==> src/rtl/main_scu_bac_coalesce_interrupt_handle.sv <==
// main_scu_bac_coalesce_interrupt_handle
// SCU interrupt aggregator. Each source has an enable bit and a status bit,
// and can be detected on level or on rising edge. The block reports the
// number of pending enabled sources. A three-state coalescing FSM uses a
// count threshold and a timeout to drive a single registered interrupt line.
// Optional build macro: MAIN_SCU_BAC_INT_SYNC_EN. When it is defined, int_hw_i
// goes through a 2-flop synchronizer before edge detection.
module main_scu_bac_coalesce_interrupt_handle #(
    parameter int p_int_num = 32,
    parameter int p_thr_w   = 7,
    parameter int p_tmr_w   = 16
) (
    input  logic                 clk_i,
    input  logic                 resetn_i,
    input  logic [p_int_num-1:0] int_hw_i,
    input  logic [p_int_num-1:0] int_mode_i,
    input  logic [p_int_num-1:0] int_enable_set_i,
    input  logic [p_int_num-1:0] int_enable_clr_i,
    input  logic [p_int_num-1:0] int_sw_set_i,
    input  logic [p_int_num-1:0] int_sw_clr_i,
    input  logic [p_thr_w-1:0]   coal_thresh_i,
    input  logic [p_tmr_w-1:0]   coal_timeout_i,
    output logic [p_int_num-1:0] int_enable_status_o,
    output logic [p_int_num-1:0] int_status_o,
    output logic [p_int_num-1:0] enabled_int_status_o,
    output logic [p_thr_w-1:0]   pending_cnt_o,
    output logic                 interrupt_o
);

    typedef enum logic [1:0] {
        IDLE    = 2'd0,
        COLLECT = 2'd1,
        ASSERT  = 2'd2
    } state_t;

    state_t               state_q, state_d;
    logic [p_tmr_w-1:0]   timer_q, timer_d;
    logic [p_int_num-1:0] hw_src;
    logic [p_int_num-1:0] prev_q;
    logic [p_int_num-1:0] hw_set;
    logic [p_thr_w-1:0]   eff_thr;
    logic                 timeout_hit;

`ifdef MAIN_SCU_BAC_INT_SYNC_EN
    logic [p_int_num-1:0] sync_q1, sync_q2;

    // Two-flop synchronizer for asynchronous hardware sources
    always_ff @(posedge clk_i) begin
        // NOTE: use non-blocking (<=) for every flop, so that all registers sample pre-edge values.
        if (!resetn_i) begin
            sync_q1 <= '0;
            sync_q2 <= '0;
        end else begin
            sync_q1 <= int_hw_i;
            sync_q2 <= sync_q1;
        end
    end

    assign hw_src = sync_q2;
`else
    assign hw_src = int_hw_i;
`endif

    // Edge history. Reset to 0, so a source that is already high counts as an edge.
    always_ff @(posedge clk_i) begin
        if (!resetn_i) prev_q <= '0;
        else           prev_q <= hw_src;
    end

    assign hw_set = (int_mode_i & hw_src & ~prev_q) | (~int_mode_i & hw_src);

    // Enable register: set wins over clear
    always_ff @(posedge clk_i) begin
        if (!resetn_i) int_enable_status_o <= '0;
        else           int_enable_status_o <= int_enable_set_i
                                            | (int_enable_status_o & ~int_enable_clr_i);
    end

    // Status register: hardware set, then software set, then software clear
    always_ff @(posedge clk_i) begin
        if (!resetn_i) int_status_o <= '0;
        else           int_status_o <= hw_set | int_sw_set_i
                                     | (int_status_o & ~int_sw_clr_i);
    end

    assign enabled_int_status_o = int_status_o & int_enable_status_o;

    // Popcount of the enabled pending bits. The width rule guarantees it cannot overflow.
    always_comb begin
        // NOTE: assign a default before the loop, so that no path through the block leaves the output unassigned (latch).
        pending_cnt_o = '0;
        for (int i = 0; i < p_int_num; i++) begin
            pending_cnt_o = pending_cnt_o + p_thr_w'(enabled_int_status_o[i]);
        end
    end

    assign eff_thr     = (coal_thresh_i == '0) ? p_thr_w'(1) : coal_thresh_i;
    assign timeout_hit = (coal_timeout_i != '0)
                      && (timer_q >= (coal_timeout_i - p_tmr_w'(1)));

    // Coalescing next-state and timer logic
    always_comb begin
        state_d = state_q;
        timer_d = '0;
        unique case (state_q)
            IDLE: begin
                if (pending_cnt_o >= eff_thr)     state_d = ASSERT;
                else if (pending_cnt_o != '0)     state_d = COLLECT;
            end
            COLLECT: begin
                if (pending_cnt_o == '0)          state_d = IDLE;
                else if (pending_cnt_o >= eff_thr) state_d = ASSERT;
                else if (timeout_hit)             state_d = ASSERT;
                if (state_d == COLLECT) begin
                    timer_d = (timer_q == '1) ? timer_q : timer_q + p_tmr_w'(1);
                end
            end
            ASSERT: begin
                if (pending_cnt_o == '0)          state_d = IDLE;
            end
            default: state_d = IDLE;
        endcase
    end

    // FSM state, timer and registered interrupt line
    always_ff @(posedge clk_i) begin
        if (!resetn_i) begin
            state_q     <= IDLE;
            timer_q     <= '0;
            interrupt_o <= 1'b0;
        end else begin
            state_q     <= state_d;
            timer_q     <= timer_d;
            interrupt_o <= (state_d == ASSERT);
        end
    end

endmodule

==> config.mk <==
export PLATFORM = sky130hd
export DESIGN_NAME = main_scu_bac_coalesce_interrupt_handle
export DESIGN_NICKNAME = d
export VERILOG_FILES = /design/src/rtl/main_scu_bac_coalesce_interrupt_handle.sv
export SDC_FILE = /design/constraint.sdc
export NUM_CORES = 1
export LEC_CHECK = 0
export CORE_MARGIN = 2
export CORE_UTILIZATION = 30
export DETAILED_ROUTE_END_ITERATION = 16
export GPL_TIMING_DRIVEN = 1
export SETUP_SLACK_MARGIN = 0.5
export SLEW_MARGIN = 20
export SYNTH_ARGS = -nofsm -noshare
export SYNTH_HDL_FRONTEND = slang
export SYNTH_SLANG_ARGS = --single-unit
export TNS_END_PERCENT = 30
==> constraint.sdc <==
create_clock -name clk_i -period 7.95 [get_ports clk_i]
set_input_delay 0.795 -clock clk_i [delete_from_list [all_inputs] [get_ports clk_i]]
set_output_delay 0.795 -clock clk_i [all_outputs]
set_load 0.01 [all_outputs]
==> impl_metrics.csv <==
group,metric,value,unit
floorplan,core_area,19500,µm²
clocking,cts_hold_buffers,0,
drt,vias,5436,
global_route,grt_antenna_before_repair,0,
pwr,combPwrFrac,30.5,%
pwr,p_seq_share,29.8,%
logic_synthesis,synth_top_area_cell,"dfxtp_1",
logic_synthesis,synth_top_area_share,38.7,%
drt,drt_iter0_drc,166,
logic_synthesis,synth_common_cells,"dfxtp_1, inv_1, nand2_1, nor2b_1, and2_1",
critical_path,cp-end-kind,"output pin",
sta,fin_crit,6.63,ns
flow_run,cap_violations,0,
global_route,track_usage,18.7,%
clocking,ctsResizeCount,0,
sta,fin_setup_tns,0,ns
floorplan,die-area,20900,µm²
final_layout,area_growth,69.5,%
pwr,p_int,1.54,mW
pwr,sw_frac_of_total,28.9,%
clocking,post-cts-setup-buffers,0,
logic_synthesis,syn_avg_cell_area,9.11,µm²
sta,timing.hold.ws,0.518,ns
logic_synthesis,synth.top_cells.by_area,"dfxtp_1, fa_1, nor2b_1, ha_1, inv_1",
floorplan,die_h,145,µm
floorplan,num_rows,51,
pwr,power.leakage,4.15,nW
place,io_buffers,319,
logic_synthesis,synthMuxAreaShare,0.168,%
logic_synthesis,ys_warn_count,0,
drt,drt_wl_total,19800,µm
critical_path,crit_required,7.15,ns
pwr,vdd_drop_max,0.197,mV
logic_synthesis,async_flop_share,0,%
place,post_dp_cell_area,9410,µm²
critical_path,cp_max_fo,3,
sta,setup_viol,0,
clocking,root_buffer,"clkbuf_16",
sta,slew_headroom,37.6,%
sta,drv_slew,0,
logic_synthesis,synth_area,5940,µm²
place,dp_cells,1223,
critical_path,worstPathArrival,5.83,ns
final_layout,nets,1249,
outcome,status,"complete, no violations",
sta,period_share,83.4,%
global_route,grt_max_degree,100,
pwr,pwr-share-clk,39.7,%
place,dpl.hpwl,16400,µm
floorplan,die_w,145,µm
logic_synthesis,synth_compound_area_share,12.4,%
min_path,worstHoldPathCells,2,
global_route,overflow,0,
pwr,total_power,2.16,mW
sta,grt_setup_unrepaired,"no",
global_route,first_global_vias,5342,
clocking,cts_tree,"yes",
logic_synthesis,synth_edf_count,0,
place,place_ws,1.41,ns
final_layout,finalNonFillerCells,1256,
logic_synthesis,synth_ff_type,"dfxtp_1",
global_route,grt_pass1_wl,29100,µm
pwr,power.switching,626,µW
logic_synthesis,ys_seq_elements,115,
sta,clock.fmax,151,MHz
clocking,numCtsBuffers,17,
logic_synthesis,synthSimpleGateAreaFrac,23.6,%
clocking,cts.sinks,115,
drt,wl_per_cell,15.8,µm
logic_synthesis,synthXorXnorAreaFrac,3.98,%
sta,hold_violations,0,
final_layout,utilization,51.8,%
logic_synthesis,synthCells,652,
critical_path,crit_type,"register to output pin",
critical_path,reg2regPathDepth,23,
place,place_congestion,0.763,
drt,antenna_left,0,
drt,avgViaCountPerCell,4.33,
drt,drt_first_pass_iters,4,
sta,worst_slew_pin_slew,0.936,ns
sta,clock_skew,0.00973,ns
logic_synthesis,synth_cell_types,41,
drt,drc,0,
pwr,powerDensity,215,nW/µm²
min_path,hp-class,"register to register",
logic_synthesis,synthAdderAreaFrac,14.6,%
clocking,clk_latency,0.42,ns
sta,timing.final.ws_setup,1.32,ns
logic_synthesis,yosysMostFrequentCell,"dfxtp_1",
logic_synthesis,synth_top_family_by_area,"simple AND/OR/NAND/NOR gates",
floorplan,start_util,30.5,%
floorplan,pin_count,321,
logic_synthesis,synth_fp_nets,924,
final_layout,final_area,10100,µm²
clocking,htreeDepth,4,
clocking,clk_pin_slew,0.06,ns
final_layout,layout-drive-gt1-share,4.04,%
logic_synthesis,yosysSeqAreaShare,38.7,%
critical_path,startpoint_type,"register",
clocking,cts_buffer_depth,2,
metal layers:
| layer | GRT usage [%] | vias up | share of wire, % |
|---|---|---|---|
| li1 | - | 2829 | - |
| met1 | 22.3 | 2403 | 41 |
| met2 | 31.5 | 189 | 48 |
| met3 | 7.54 | 15 | 9.4 |
| met4 | 5.01 | 0 | 1.1 |
| met5 | 0 | - | 0 |
placed cells by master, fill, tap and decap left out, types with 3 or more instances in the layout:
cell type and count:
clkdlybuf4s50_1 318, dfxtp_1 115, inv_1 85, nand2_1 66
nor2b_1 66, and2_1 46, o21a_1 34, a221oi_1 33
ha_1 31, fa_1 24, nor2_1 23, xnor2_1 18
clkbuf_16 17, a21oi_1 14, nor3_1 14, xor2_1 9
nor4_1 9, nand3_1 8, nand4_1 7, clkinv_4 5
bufinv_16 5, o21ai_0 4, a21o_1 3, nand2b_1 3
or3_1 3, and4_1 3, a211oi_1 3
logic make-up after synthesis:
logic type,after synthesis
xor gates and xnor gates,27
muxes,1
other,1
AOI/OAI and AO/OA,96
adders and majority gates,55
buffers and inverters,99
DFF,115
and+or+nand+nor,258
worst paths after layout:
| check | slack (ns) | startpoint | endpoint |
|---|---|---|---|
| min reg2reg | 0.52 | timer_q[14]$_SDFFE_PN0P_ | timer_q[14]$_SDFFE_PN0P_ |
| max reg2reg | 1.41 | int_status_o[11]$_SDFF_PN0_ | timer_q[14]$_SDFFE_PN0P_ |
| min | 0.52 | timer_q[14]$_SDFFE_PN0P_ | timer_q[14]$_SDFFE_PN0P_ |
| max | 1.32 | int_status_o[11]$_SDFF_PN0_ | pending_cnt_o[4] |
cell type report:
class	count	area [µm²]
Sequential cell	115	2300
Multi-Input combinational cell	438	3260
Clock buffer	18	439
Antenna cell	1	2.50
Timing Repair Buffer	320	3200
Inverter	85	319
Fill cell	1824	9390
Tap cell	265	332
Clock inverter	14	226
power groups by stage:
stage / registers (mW) / logic (mW) / clock network [mW]
2_1_floorplan: 0.661 / 0.332 / 0
3_3_place_gp: 0.655 / 0.676 / 0
3_5_place_dp: 0.656 / 0.683 / 0
4_1_cts: 0.644 / 0.682 / 0.880
5_1_grt: 0.649 / 0.757 / 0.903
6_report: 0.644 / 0.661 / 0.859
sequential cells by signal (all words and copies together) (netlist names):
register	flops
int_enable_status_o	32
int_status_o	32
prev_q	32
timer_q	16
state_q	2
interrupt_o	1
critical path, cell delays in order, from the launching register on:
cell	delay (ns)
dfxtp_1	0.35
and2_1	0.17
inv_1	0.06
fa_1	0.51
inv_1	0.06
fa_1	0.48
inv_1	0.05
fa_1	0.45
fa_1	0.54
fa_1	0.43
fa_1	0.49
inv_1	0.04
ha_1	0.20
fa_1	0.42
nand2_1	0.11
nand2b_1	0.06
a21oi_1	0.18
xnor2_1	0.18
clkdlybuf4s50_1	0.63
(Power assumes the default switching activity.)
